`config.mk`:
```
export PLATFORM = sky130hd
export DESIGN_NAME = arbitro_pop_scheduler
export DESIGN_NICKNAME = d
export VERILOG_FILES = /design/src/rtl/arbitro_pop_scheduler.sv
export SDC_FILE = /design/constraint.sdc
export NUM_CORES = 1
export LEC_CHECK = 0
export ABC_AREA = 1
export BUFFER_PORTS_ARGS = -buffer_cell sky130_fd_sc_hd__buf_2
export CORE_MARGIN = 1.5
export CORE_UTILIZATION = 48
export DETAILED_ROUTE_END_ITERATION = 7
export GPL_TIMING_DRIVEN = 1
export HOLD_SLACK_MARGIN = 0.12
export PLACE_DENSITY = 0.83
export SLEW_MARGIN = 20
export SYNTH_ARGS = -nofsm -noshare
export SYNTH_HDL_FRONTEND = slang
export SYNTH_SLANG_ARGS = --single-unit
```
`constraint.sdc`:
```
create_clock -name clk -period 1.5 [get_ports clk]
set_clock_uncertainty 0.1 [all_clocks]
set_input_delay 0.225 -clock clk [delete_from_list [all_inputs] [get_ports clk]]
set_output_delay 0.225 -clock clk [all_outputs]
set_load 0.01 [all_outputs]
```
`src/rtl/arbitro_pop_scheduler.sv`:
```
// Pops VC0/VC1 with VC0 strict priority plus a VC1 starvation guard, and routes each word to D0/D1.
// Latency: pop in cycle n -> registered push visible in cycle n+2; one word per cycle.
// Backpressure: either D pause stalls all new pops; the up-to-2 words already in flight still push.
module arbitro_pop_scheduler #(
    parameter int DATA_W    = 6,
    parameter int MAX_BURST = 4
) (
    input  logic              clk,
    input  logic              reset_L,
    input  logic [DATA_W-1:0] VC0,
    input  logic [DATA_W-1:0] VC1,
    input  logic              VC0_empty,
    input  logic              VC1_empty,
    input  logic              D0_pause,
    input  logic              D1_pause,
    output logic              VC0_pop,
    output logic              VC1_pop,
    output logic              D0_push,
    output logic              D1_push,
    output logic [DATA_W-1:0] D0,
    output logic [DATA_W-1:0] D1,
    output logic              grant_vc1
);

    localparam logic [3:0] MAX_B = 4'(MAX_BURST);

    typedef enum logic [1:0] {
        IDLE  = 2'b00,
        SRV0  = 2'b01,
        SRV1  = 2'b10,
        STALL = 2'b11
    } state_t;

    state_t            state;
    state_t            state_nxt;
    logic [3:0]        burst_cnt;
    logic              stall;
    logic              force_vc1;
    logic              pop_d0;
    logic              pop_d1;
    logic              word_vld;
    logic [DATA_W-1:0] word;

    assign stall     = D0_pause | D1_pause;
    assign force_vc1 = (burst_cnt == MAX_B) & ~VC1_empty;

    // Read data arrives the cycle after the pop, so the delayed pop selects which VC bus to take.
    assign word_vld  = pop_d0 | pop_d1;
    assign word      = pop_d1 ? VC1 : VC0;

    // The state reflects the grant issued in the previous cycle; SRV1 doubles as the debug flag.
    assign grant_vc1 = (state == SRV1);

    // State register: records what was granted this cycle.
    always_ff @(posedge clk) begin
        if (!reset_L) begin
            state <= IDLE;
        end else begin
            state <= state_nxt;
        end
    end

    // Next state: a stall dominates, otherwise follow whichever VC was granted.
    always_comb begin
        state_nxt = IDLE;
        if (stall) begin
            state_nxt = STALL;
        end else if (VC0_pop) begin
            state_nxt = SRV0;
        end else if (VC1_pop) begin
            state_nxt = SRV1;
        end
    end

    // Grant outputs: forced VC1 first, then VC0 priority, then VC1; pops are gated by !empty.
    always_comb begin
        VC0_pop = 1'b0;
        VC1_pop = 1'b0;
        if (reset_L && !stall) begin
            if (force_vc1) begin
                VC1_pop = 1'b1;
            end else if (!VC0_empty) begin
                VC0_pop = 1'b1;
            end else if (!VC1_empty) begin
                VC1_pop = 1'b1;
            end
        end
    end

    // Burst counter: counts VC0 grants made while VC1 is waiting; it holds across stalls.
    always_ff @(posedge clk) begin
        if (!reset_L) begin
            burst_cnt <= '0;
        end else if (VC1_pop || VC1_empty) begin
            burst_cnt <= '0;
        end else if (VC0_pop && (burst_cnt != MAX_B)) begin
            burst_cnt <= burst_cnt + 4'd1;
        end
    end

    // Pop pipeline: remembers which VC was popped so its read data can be captured next cycle.
    always_ff @(posedge clk) begin
        if (!reset_L) begin
            pop_d0 <= 1'b0;
            pop_d1 <= 1'b0;
        end else begin
            pop_d0 <= VC0_pop;
            pop_d1 <= VC1_pop;
        end
    end

    // Output stage: route by word bit DATA_W-2; the non-selected D keeps its last value.
    always_ff @(posedge clk) begin
        if (!reset_L) begin
            D0_push <= 1'b0;
            D1_push <= 1'b0;
            D0      <= '0;
            D1      <= '0;
        end else begin
            D0_push <= word_vld & ~word[DATA_W-2];
            D1_push <= word_vld &  word[DATA_W-2];
            if (word_vld && !word[DATA_W-2]) begin
                D0 <= word;
            end
            if (word_vld && word[DATA_W-2]) begin
                D1 <= word;
            end
        end
    end

endmodule

```
# --- Word level (Yosys, flattened, before mapping) ---
# Index checks and enable logic that the tools add are counted.
# Widths: inputs -> output; s select.
totals:
  regBits: 22
  input_bits: 18
  out_inout_bits: 17
classes:
  addsub: 1
  n_eq_ne: 3
  mux: 11
  n_bitwise: 8
  n_reduce_logical: 8
ops:
  columns: ["operator", "n"]
  rows:
  - ["$mux 1", 7]
  - ["$mux 2", 3]
  - ["$mux 6", 1]
  - ["$add 4x1->4 const B", 1]
  - ["$eq 4x3->1 const B", 1]
  - ["$logic_and 1x1->1", 4]
  - ["$ne 4x3->1 const B", 1]
  - ["$and 1x1->1", 3]
  - ["$not 1->1", 3]
  - ["$eq 2x2->1 const B", 1]
  - ["$logic_not 1->1", 2]
  - ["$or 1x1->1", 2]
  - ["$reduce_or 2->1", 1]
  - ["$logic_or 1x1->1", 1]

# --- Longest topological paths before layout ---
# Gate-level depths: netlist of the first run.
logic_depth:
  ltp_word: 7
  ltp_mapped: 9

# --- Least setup slack after synthesis of the first run ---
# OpenSTA, ideal clock, no wires.
synth_path:
  path_type: "register to output"
  start: "reg burst_cnt[0]"
  end: "out VC0_pop"
  arrival_ns: 1.004
  t_required_ns: 1.175
  setup_slack_ns: 0.171
  path_stages_with_launch: 8
  path_buffers: 0
  cell_sequence: "dfxtp_1 > inv_1 > ha_1 > nand3_1 > inv_1 > nand2_1 > nand3_1 > inv_1"
synth_between:
  elab_chain_len: 4
synth_lines:
  columns: ["item", "line_no", "source"]
  rows:
  - ["start, declared", "36", "logic [3:0] burst_cnt;"]
  - ["start signal, assigned", "97", "burst_cnt <= burst_cnt + 4'd1;"]
  - ["$eq 4x3->1", "45", "assign force_vc1 = (burst_cnt == MAX_B) & ~VC1_empty;"]
  - ["$and 1x1->1", "45", null]
  - ["$mux 1", "80", "if (force_vc1) begin"]
  - ["$mux 1", "79", "if (reset_L && !stall) begin"]
  - ["end, declared", "16", "output logic VC0_pop,"]
# No other way between the ends.

# --- Worst setup path after layout of the first run ---
# Same ends and word-level chain as after synthesis.

==> results.yml, run 1 <==
power_and_ir_drop:
  leakage_uw: 0.000730
  p_per_area_nw_per_um2: 855
  clkPwrFrac_pct: 38.8
  sw_frac_of_total_pct: 23.5
  vdd_drop_max_uv: 690
  p_int_uw: 925
  power_frac_seq_pct: 49.9
  p_sw_uw: 284
  comb_power_share_pct: 11.3
logic_synthesis:
  ys_types: 19
  ys_seq_elements: 22
  syn_inst: 141
  synth.avg_cell_area_um2: 7.22
  synth_area_um2: 1020
  synth_warnings: 0
  ys_seq_area_share_pct: 43.2
  synth.net_count: 161
hold_path:
  hold_path_class: "in2reg"
  worstHoldStart: "VC0[1]"
critical_path:
  cp_data_required_time_ns: 1.17
  crit_start: "burst_cnt[0]"
  max_stage_delay_ns: 0.35
  worstSetupStartpointType: "register"
  criticalPathCategory: "reg2out"
  crit_slowest_cell: "dfxtp_2"
  path_cells: "inv_2 > ha_4 > nand3_4 > inv_2 > nand2_2 > nand3_2 > inv_1 > buf_2"
  worstPathArrival_ns: 1.34
  timing.critical_path.mode_cell: "inv_2"
  r2r_start: "pop_d1"
  end_kind: "output port"
  crit_fanout: 3
route:
  ant_nets: 0
  met2WireLength_mm: 1.50
  wl_met1_mm: 1.08
  vias: 1076
  drt_wl_total_mm: 2.75
  vias_per_cell: 4.96
  drt_iter0_drc: 15
  drc_errors: 0
  drtPass1Iterations: 4
  maxUsedRoutingLayer: "met4"
  wl_per_cell_um: 12.7
  wl_met3_um: 115
clock_network:
  insertion_delay_ns: 0.32
  clk_pin_slew_ns: 0.13
  numCtsBuffers: 3
  cts_buffer_depth: 2
  cts_tree: "built"
  root_buffer: "clkbuf_4"
  clkSinkCount: 22
  h-tree-depth: 1
global_routing:
  antenna_found_initial: 0
  grt_pass1_vias: 1059
  grt_max_degree: 15
  grt.overflow.total: 0
  grt_use_total_pct: 23.6
  grt_pass1_wl_mm: 4.35
flow_run:
  cap_violations: 0
final_layout:
  layout-drive-gt1-share_pct: 38.4
  final_cell_mix: "37 x nand2_1, 34 x buf_2, 20 x dfxtp_1"
  diodes: 0
  final_nets: 211
  multi_input_area_um2: 505
  fillerInstances: 164
  final_common_cell: "nand2_1"
  regArea_um2: 443
  fin_area_um2: 1410
  area_growth_pct: 38.8
sta:
  final_hold_viol_count: 0
  worstMarginPinSlew_ns: 0.355
  max-slew-margin-rel_pct: 76.1
  setup_viol: 2
  fin_ws_ns: -0.164
  fin_crit_sh_pct: 111
  rsz0062_at_grt: "yes"
  hold_ws_ns: 0.187
  max_freq_ghz: 0.601
  maxSlewViolCount: 0
  min_period_ns: 1.66
placed_design:
  gp_congestion: 0.925
  place_area_um2: 1230
  port_buffers: 34
  dp_hpwl_mm: 1.80
floorplan:
  core_area_um2: 1980
  initial_core_util_pct: 51.4
  die_x_um: 49.1
  die_h_um: 49.1
  die_area_um2: 2410
  rows: 16
  io_pins: 35
run_status:
  violations: "negative setup slack"
  outcome: "finished, violations left"
-- timing repair --
item                                   CTS  global route
resized for setup                       12             4
setup endpoints to repair                2            13
pin swaps                                2             0
hold buffers                             3             1
buffers inserted                         4             1
endpoints found under the hold margin   10             1
gates cloned                             0             0
-- power by group through the flow --
stage	clock (uW)	sequential, uW	combinational [uW]
after floorplan	0	619	68.5
final	469	603	137
after detailed placement	0	616	120
after global placement	0	616	114
after global routing	494	605	151
after CTS	473	603	130
-- synth_stat cells --
master    n  area share [%]
o21ai_2   2             1.7
xor2_1    1            0.86
nand4_1   1            0.61
nor2_2    2             1.2
nand2_2   2             1.2
inv_1    22             8.1
a21oi_1  12             5.9
ha_1      2             2.5
nand3_1  15             7.4
dfxtp_1  22              43
nand2_1  38              14
inv_2     3             1.1
or2_1     1            0.61
buf_1     1            0.37
nand2_4   2             2.2
buf_6     2             2.2
o21ai_0   3             1.5
nand2_8   1             2.0
nor2_1    9             3.3
-- state kept, by name, indices dropped and copies added, names as in the netlist --
register	cells
D0	6
D0_push	1
D1	6
D1_push	1
burst_cnt	4
pop_d0	1
pop_d1	1
state	2
-- per-layer routing --
layer	global-route usage [%]	vias up
met2	44.6	37
met3	4.60	6
met1	23.3	501
li1	-	532
met4	14.3	0
met5	0	-
-- through the flow --
| step | std cells | worst slack, ns | total power [uW] | utilization, % | TNS, ns |
|---|---|---|---|---|---|
| final | 217 | -0.164 | 1210 | 71.3 | -0.292 |
| after global routing | 217 | -0.234 | 1250 | 71.3 | -0.438 |
| after CTS | 215 | -0.117 | 1210 | 69.9 | -0.212 |
| after detailed placement | 204 | 0.0310 | 736 | 62.2 | 0 |
| after global placement | 204 | 0.135 | 730 | 62.2 | 0 |
| after floorplan | 141 | 0.171 | 687 | - | 0 |
-- path summary, 6_finish.rpt --
path / slack [ns] / end / cells past startpoint
min: 0.19 / D0[1] / 5
min reg2reg: 0.36 / D0[4] / 2
max reg2reg: 0.12 / D1[2] / 6
max: -0.16 / VC0_pop / 8
-- logic make-up after synthesis --
| group | share of synthesized area (%) |
|---|---|
| AO/OA/AOI/OAI | 9.09 |
| flip-flops | 43.2 |
| adder cells (fa/ha/maj) | 2.46 |
| AND/OR/NAND/NOR | 32.6 |
| buffers and inverters | 11.8 |
| XOR/XNOR | 0.860 |
-- area by class of cell --
| cell class | count | area share [%] |
|---|---|---|
| clock inverters | 1 | 2.12 |
| clock buffers | 3 | 1.59 |
| well taps | 27 | 2.39 |
| flip-flops and latches | 22 | 31.3 |
| repair buffers | 48 | 20.2 |
| inverters | 25 | 6.64 |
| multi-input cells | 91 | 35.8 |
-- worst max-delay path, delay by kind of cell, from the launching register on --
family	cells	cell delay (ns)
and+or+nand+nor	3	0.21
buffers and inverters	4	0.32
DFF	1	0.35
adders and majority gates	1	0.13
(Power assumes the default switching activity.)
==> inputs of run 2 (changes only) <==
- ABC_AREA: 1 -> default
- CORE_UTILIZATION: 48 -> 47
- PLACE_DENSITY: 0.83 -> 0.82
==> results.yml, run 2 <==
sta:
  fin_crit_sh_pct: 124
  worstMarginPinSlew_ns: 0.456
  setup_viol: 8
  fin_ws_ns: -0.358
  maxSlewViolCount: 0
  final_hold_viol_count: 0
  setup_tns_ns: -1.29
  rsz0062_at_grt: "yes"
  max_freq_ghz: 0.538
  max-slew-margin-rel_pct: 69.5
  min_period_ns: 1.86
route:
  vias_per_cell: 5.39
  drc_errors: 0
  drt_iter0_drc: 29
  drtPass1Iterations: 4
  vias: 991
  wl_per_cell_um: 14.6
  ant_nets: 0
  drt_wl_total_mm: 2.69
flow_run:
  cap_violations: 0
critical_path:
  cp_data_required_time_ns: 1.63
  worstSetupStartpointType: "register"
  worstPathArrival_ns: 1.99
  crit_fanout: 2
  end_kind: "register"
  criticalPathCategory: "reg2reg"
placed_design:
  place_ws_ns: -0.280
  gp_congestion: 0.827
  numPlacedInstances: 174
  dp_hpwl_mm: 1.83
  port_buffers: 34
  place_area_um2: 1290
final_layout:
  layout-drive-gt1-share_pct: 51.0
  final_common_cell: "buf_2"
  area_growth_pct: 47.4
  final_cell_mix: "33 x buf_2, 21 x buf_4, 19 x dfxtp_1"
  final_nets: 178
  diodes: 0
  final_cells: 184
  reg_top3: "D0 x6, D1 x6, burst_cnt x4"
  fin_area_um2: 1420
logic_synthesis:
  yosysMostFrequentCell: "dfxtp_1"
  synth_top_area_share_pct: 45.6
  synth.avg_cell_area_um2: 9.66
  synth-main-ff-cell: "dfxtp_1"
  yosys-top-cells-area: "dfxtp_1 46%, mux2_2 5.8%, nor3_1 5.2%, o211a_1 5.2%, a21oi_1 4.1%"
  ys_seq_elements: 22
  ys_types: 31
  synth_commonest_cells: "22 x dfxtp_1, 10 x nor3_1, 8 x a21oi_1"
  ys_seq_area_share_pct: 45.6
  synth_edf_count: 0
  syn_inst: 100
  synth_warnings: 0
  yosys.area.top_type: "dfxtp_1"
  synth.net_count: 120
  async_reset_ff_share_pct: 0
  synth_area_um2: 966
power_and_ir_drop:
  power_uw: 1070
  vdd_drop_max_uv: 746
  leakage_uw: 0.000702
  p_per_area_nw_per_um2: 754
global_routing:
  antenna_found_initial: 0
  grt_pass1_vias: 966
  grt_pass1_wl_mm: 4.24
  grt.overflow.total: 0
  grt_max_degree: 13
  grt_use_total_pct: 22.7
clock_network:
  clkSinkCount: 22
  cts_tree: "built"
  h-tree-depth: 1
  root_buffer: "clkbuf_4"
  clk_pin_slew_ns: 0.12
  numCtsBuffers: 3
  insertion_delay_ns: 0.31
  cts_buffer_depth: 2
floorplan:
  io_pins: 35
  core_area_um2: 1940
  die_area_um2: 2340
  rows: 16
  die_x_um: 48.3
  initial_core_util_pct: 49.7
  die_h_um: 48.3
run_status:
  outcome: "finished, violations left"
  violations: "negative setup slack"
hold_path:
  hold_path_class: "in2reg"
## run 2: power by group
group	internal (uW)	total (uW)	switching (uW)	leakage, uW
Sequential	600	607	7.00	0.000180
Clock	148	330	182	0.0000210
Combinational	71.6	137	65.6	0.000500
## run 2: repair_timing
item,4_1_cts,5_1_grt
pin swaps,3,5
buffers inserted,2,3
resized for setup,3,10
hold endpoints to repair,1,0
cloned,0,0
setup endpoints to repair,4,15
hold buffers,1,0
## run 2: per-layer routing
metal	wire length [um]	global-route usage, %	share of wire [%]	up-vias
met4	65	7.14	2.4	0
met3	97	2.78	3.6	8
met5	0	0	0	-
li1	-	-	-	484
met1	1230	29.1	46	472
met2	1300	40.0	48	27
## run 2: worst max-delay path: stages (launching register included)
cell and delay (ns):
dfxtp_2 0.35, inv_2 0.05, ha_4 0.14, and3b_2 0.20, buf_4 0.13, buf_6 0.11, or4_4 0.49, a211oi_2 0.22
## run 2: stage by stage
step / hold WS (ns) / utilization (%)
finish: 0.128 / 73.3
CTS: 0.124 / 70.3
detailed placement: 0.365 / 66.3
global route: 0.122 / 73.3
floorplan: 0.249 / -
global placement: 0.361 / 66.3
## run 2: final timing paths
kind | start | end | slack (ns) | depth (start not counted)
hold reg to reg | D0[4] | D0[4] | 0.39 | 1
hold / removal | VC1_empty | state[1] | 0.13 | 3
setup reg to reg | burst_cnt[0] | burst_cnt[3] | -0.36 | 7
setup / recovery | burst_cnt[0] | burst_cnt[3] | -0.36 | 7
## run 2: layout make-up
class / count / area [um2]
Inverter: 3 / 11.3
Sequential cell: 22 / 444
Tap cell: 27 / 33.8
Timing Repair Buffer: 57 / 355
Multi-Input combinational cell: 71 / 543
Clock buffer: 4 / 36.3
Fill cell: 150 / 518
## run 2: cell families (layout without fill, tap and decap cells)
| family | count (synthesis) | in the layout | synth area share (%) |
|---|---|---|---|
| buffers and inverters | 7 | 64 | 2.85 |
| adder cells (fa/ha/maj) | 2 | 2 | 2.59 |
| AO/OA/AOI/OAI | 25 | 25 | 18.3 |
| multiplexers | 5 | 5 | 5.83 |
| AND/OR/NAND/NOR | 39 | 39 | 24.9 |
| flip-flops | 22 | 22 | 45.6 |
==> inputs of run 3 (changes only) <==
==> constraint.sdc (replaced) <==
create_clock -name clk -period 1.5 [get_ports clk]
set_clock_uncertainty 0.1 [all_clocks]
set_input_delay 0.15 -clock clk [delete_from_list [all_inputs] [get_ports clk]]
set_output_delay 0.15 -clock clk [all_outputs]
set_load 0.01 [all_outputs]
==> results.yml, run 3 (same netlist as run 2, synthesis figures left out) <==
global_routing:
  grt_pass1_vias: 1043
  antenna_found_initial: 0
  grt_use_total_pct: 23.7
  grt_pass1_wl_mm: 4.45
  grt_max_degree: 13
  grt.overflow.total: 0
power_and_ir_drop:
  vdd_drop_max_uv: 847
  sw_frac_of_total_pct: 22.5
  clkPwrFrac_pct: 29.6
  p_int_uw: 826
  comb_power_share_pct: 13.5
  leakage_uw: 0.000706
  p_sw_uw: 240
  p_per_area_nw_per_um2: 737
  power_frac_seq_pct: 56.9
flow_run:
  cap_violations: 0
final_layout:
  area_growth_pct: 49.6
  fin_area_um2: 1450
  final_common_cell: "buf_2"
  layout-drive-gt1-share_pct: 48.8
  final_cell_mix: "33 x buf_2, 21 x buf_4, 19 x dfxtp_1"
  reg_top3: "D0 x6, D1 x6, burst_cnt x4"
  final_nets: 181
  diodes: 0
clock_network:
  root_buffer: "clkbuf_4"
  cts_tree: "built"
  numCtsBuffers: 3
  clk_pin_slew_ns: 0.11
  insertion_delay_ns: 0.30
  clkSinkCount: 22
  cts_buffer_depth: 2
  h-tree-depth: 1
placed_design:
  gp_congestion: 0.787
  place_area_um2: 1260
  port_buffers: 34
  dp_hpwl_mm: 1.73
critical_path:
  worstPathArrival_ns: 1.50
  reg2reg_depth: 6
  endpoint: "VC1_pop"
  criticalPathCategory: "reg2out"
  reg2reg_slack_ns: -0.21
  worstSetupStartpointType: "register"
  cp_data_required_time_ns: 1.25
  crit_fanout: 2
  path_cells: "inv_2 > ha_4 > and3b_2 > o21a_1 > nor2b_4 > buf_6"
  crit_start: "burst_cnt[0]"
  crit_slowest_cell: "dfxtp_2"
  max_stage_delay_ns: 0.35
  r2r-end: "burst_cnt[3]"
  r2r_start: "burst_cnt[0]"
  end_kind: "output port"
sta:
  rsz0062_at_grt: "yes"
  final_hold_viol_count: 0
  hold_ws_ns: 0.140
  fin_ws_ns: -0.255
  max-slew-margin-rel_pct: 70.7
  fin_crit_sh_pct: 117
  worstMarginPinSlew_ns: 0.438
  maxSlewViolCount: 0
  min_period_ns: 1.75
  max_freq_ghz: 0.570
  setup_viol: 7
hold_path:
  hold_path_class: "in2reg"
run_status:
  violations: "negative setup slack"
  outcome: "finished, violations left"
floorplan:
  die_x_um: 48.3
  rows: 16
  die_area_um2: 2340
  initial_core_util_pct: 49.7
  die_h_um: 48.3
  io_pins: 35
  core_area_um2: 1940
route:
  drt_iter0_drc: 8
  drtPass1Iterations: 6
  ant_nets: 0
  drt_wl_total_mm: 2.61
  drc_errors: 0
  vias_per_cell: 5.40
  vias: 1010
  wl_per_cell_um: 14.0
[run 3: changes by cell type in the layout (fill, tap and decap cells not counted), sizes merged]
cell,delta
buf,-1
dlygate4sd3,+4
[run 3: worst max-delay path, delay by kind of cell (launching register included)]
kind | cells | cell delay [ns]
buf+inv | 2 | 0.16
compound gates | 1 | 0.20
fa+ha+maj | 1 | 0.15
simple gates | 2 | 0.34
flops | 1 | 0.35
[run 3: repair_timing]
action,in CTS,in global routing
buffers inserted,7,1
hold buffers,5,0
hold endpoints to repair,4,0
resized for setup,4,7
endpoints found under the setup margin,3,11
gates cloned,0,0
pin swaps,2,4
[run 3: area by class of cell]
type	instances	area (um2)
clock buffer	4	36.3
fill	150	497
timing repair buffer	60	384
sequential	22	444
inverter	3	11.3
multi-input combinational	71	536
tap	27	33.8
[run 3: power groups by stage]
stage / Clock [uW] / Sequential, uW / Combinational, uW
finish: 315 / 606 / 144
global route: 350 / 609 / 158
CTS: 320 / 606 / 138
detailed placement: 0 / 620 / 124
global placement: 0 / 619 / 119
floorplan: 0 / 624 / 55.7
[run 3: worst min-delay path by stage]
| stage | depth (start not counted) | to | from | slack, ns |
|---|---|---|---|---|
| finish | 4 | state[1] | D0_pause | 0.14 |
| global route | 3 | D1[4] | reset_L | 0.14 |
| CTS | 4 | state[1] | D1_pause | 0.12 |
| detailed placement | 2 | pop_d0 | VC1_empty | 0.33 |
| global placement | 2 | pop_d0 | VC1_empty | 0.31 |
| floorplan | 1 | pop_d0 | VC1_empty | 0.17 |
[run 3: stage by stage]
step / TNS [ns] / utilization (%) / cells / power (uW) / setup WS (ns)
final: -0.803 / 74.4 / 187 / 1070 / -0.255
after detailed placement: -0.245 / 64.8 / 170 / 744 / -0.245
after global routing: -1.30 / 74.4 / 187 / 1120 / -0.310
after global placement: -0.179 / 64.8 / 170 / 738 / -0.179
after floorplan: -0.0776 / - / 100 / 679 / -0.0776
after CTS: -0.775 / 72.6 / 186 / 1060 / -0.269
[run 3: per-layer routing]
metal | part of all wire [%] | GRT usage, % | vias up
met4 | 1.6 | 9.05 | 0
met1 | 43 | 26.6 | 474
met3 | 5.3 | 7.72 | 8
met2 | 50 | 41.7 | 36
met5 | 0 | 0 | -
li1 | - | - | 492
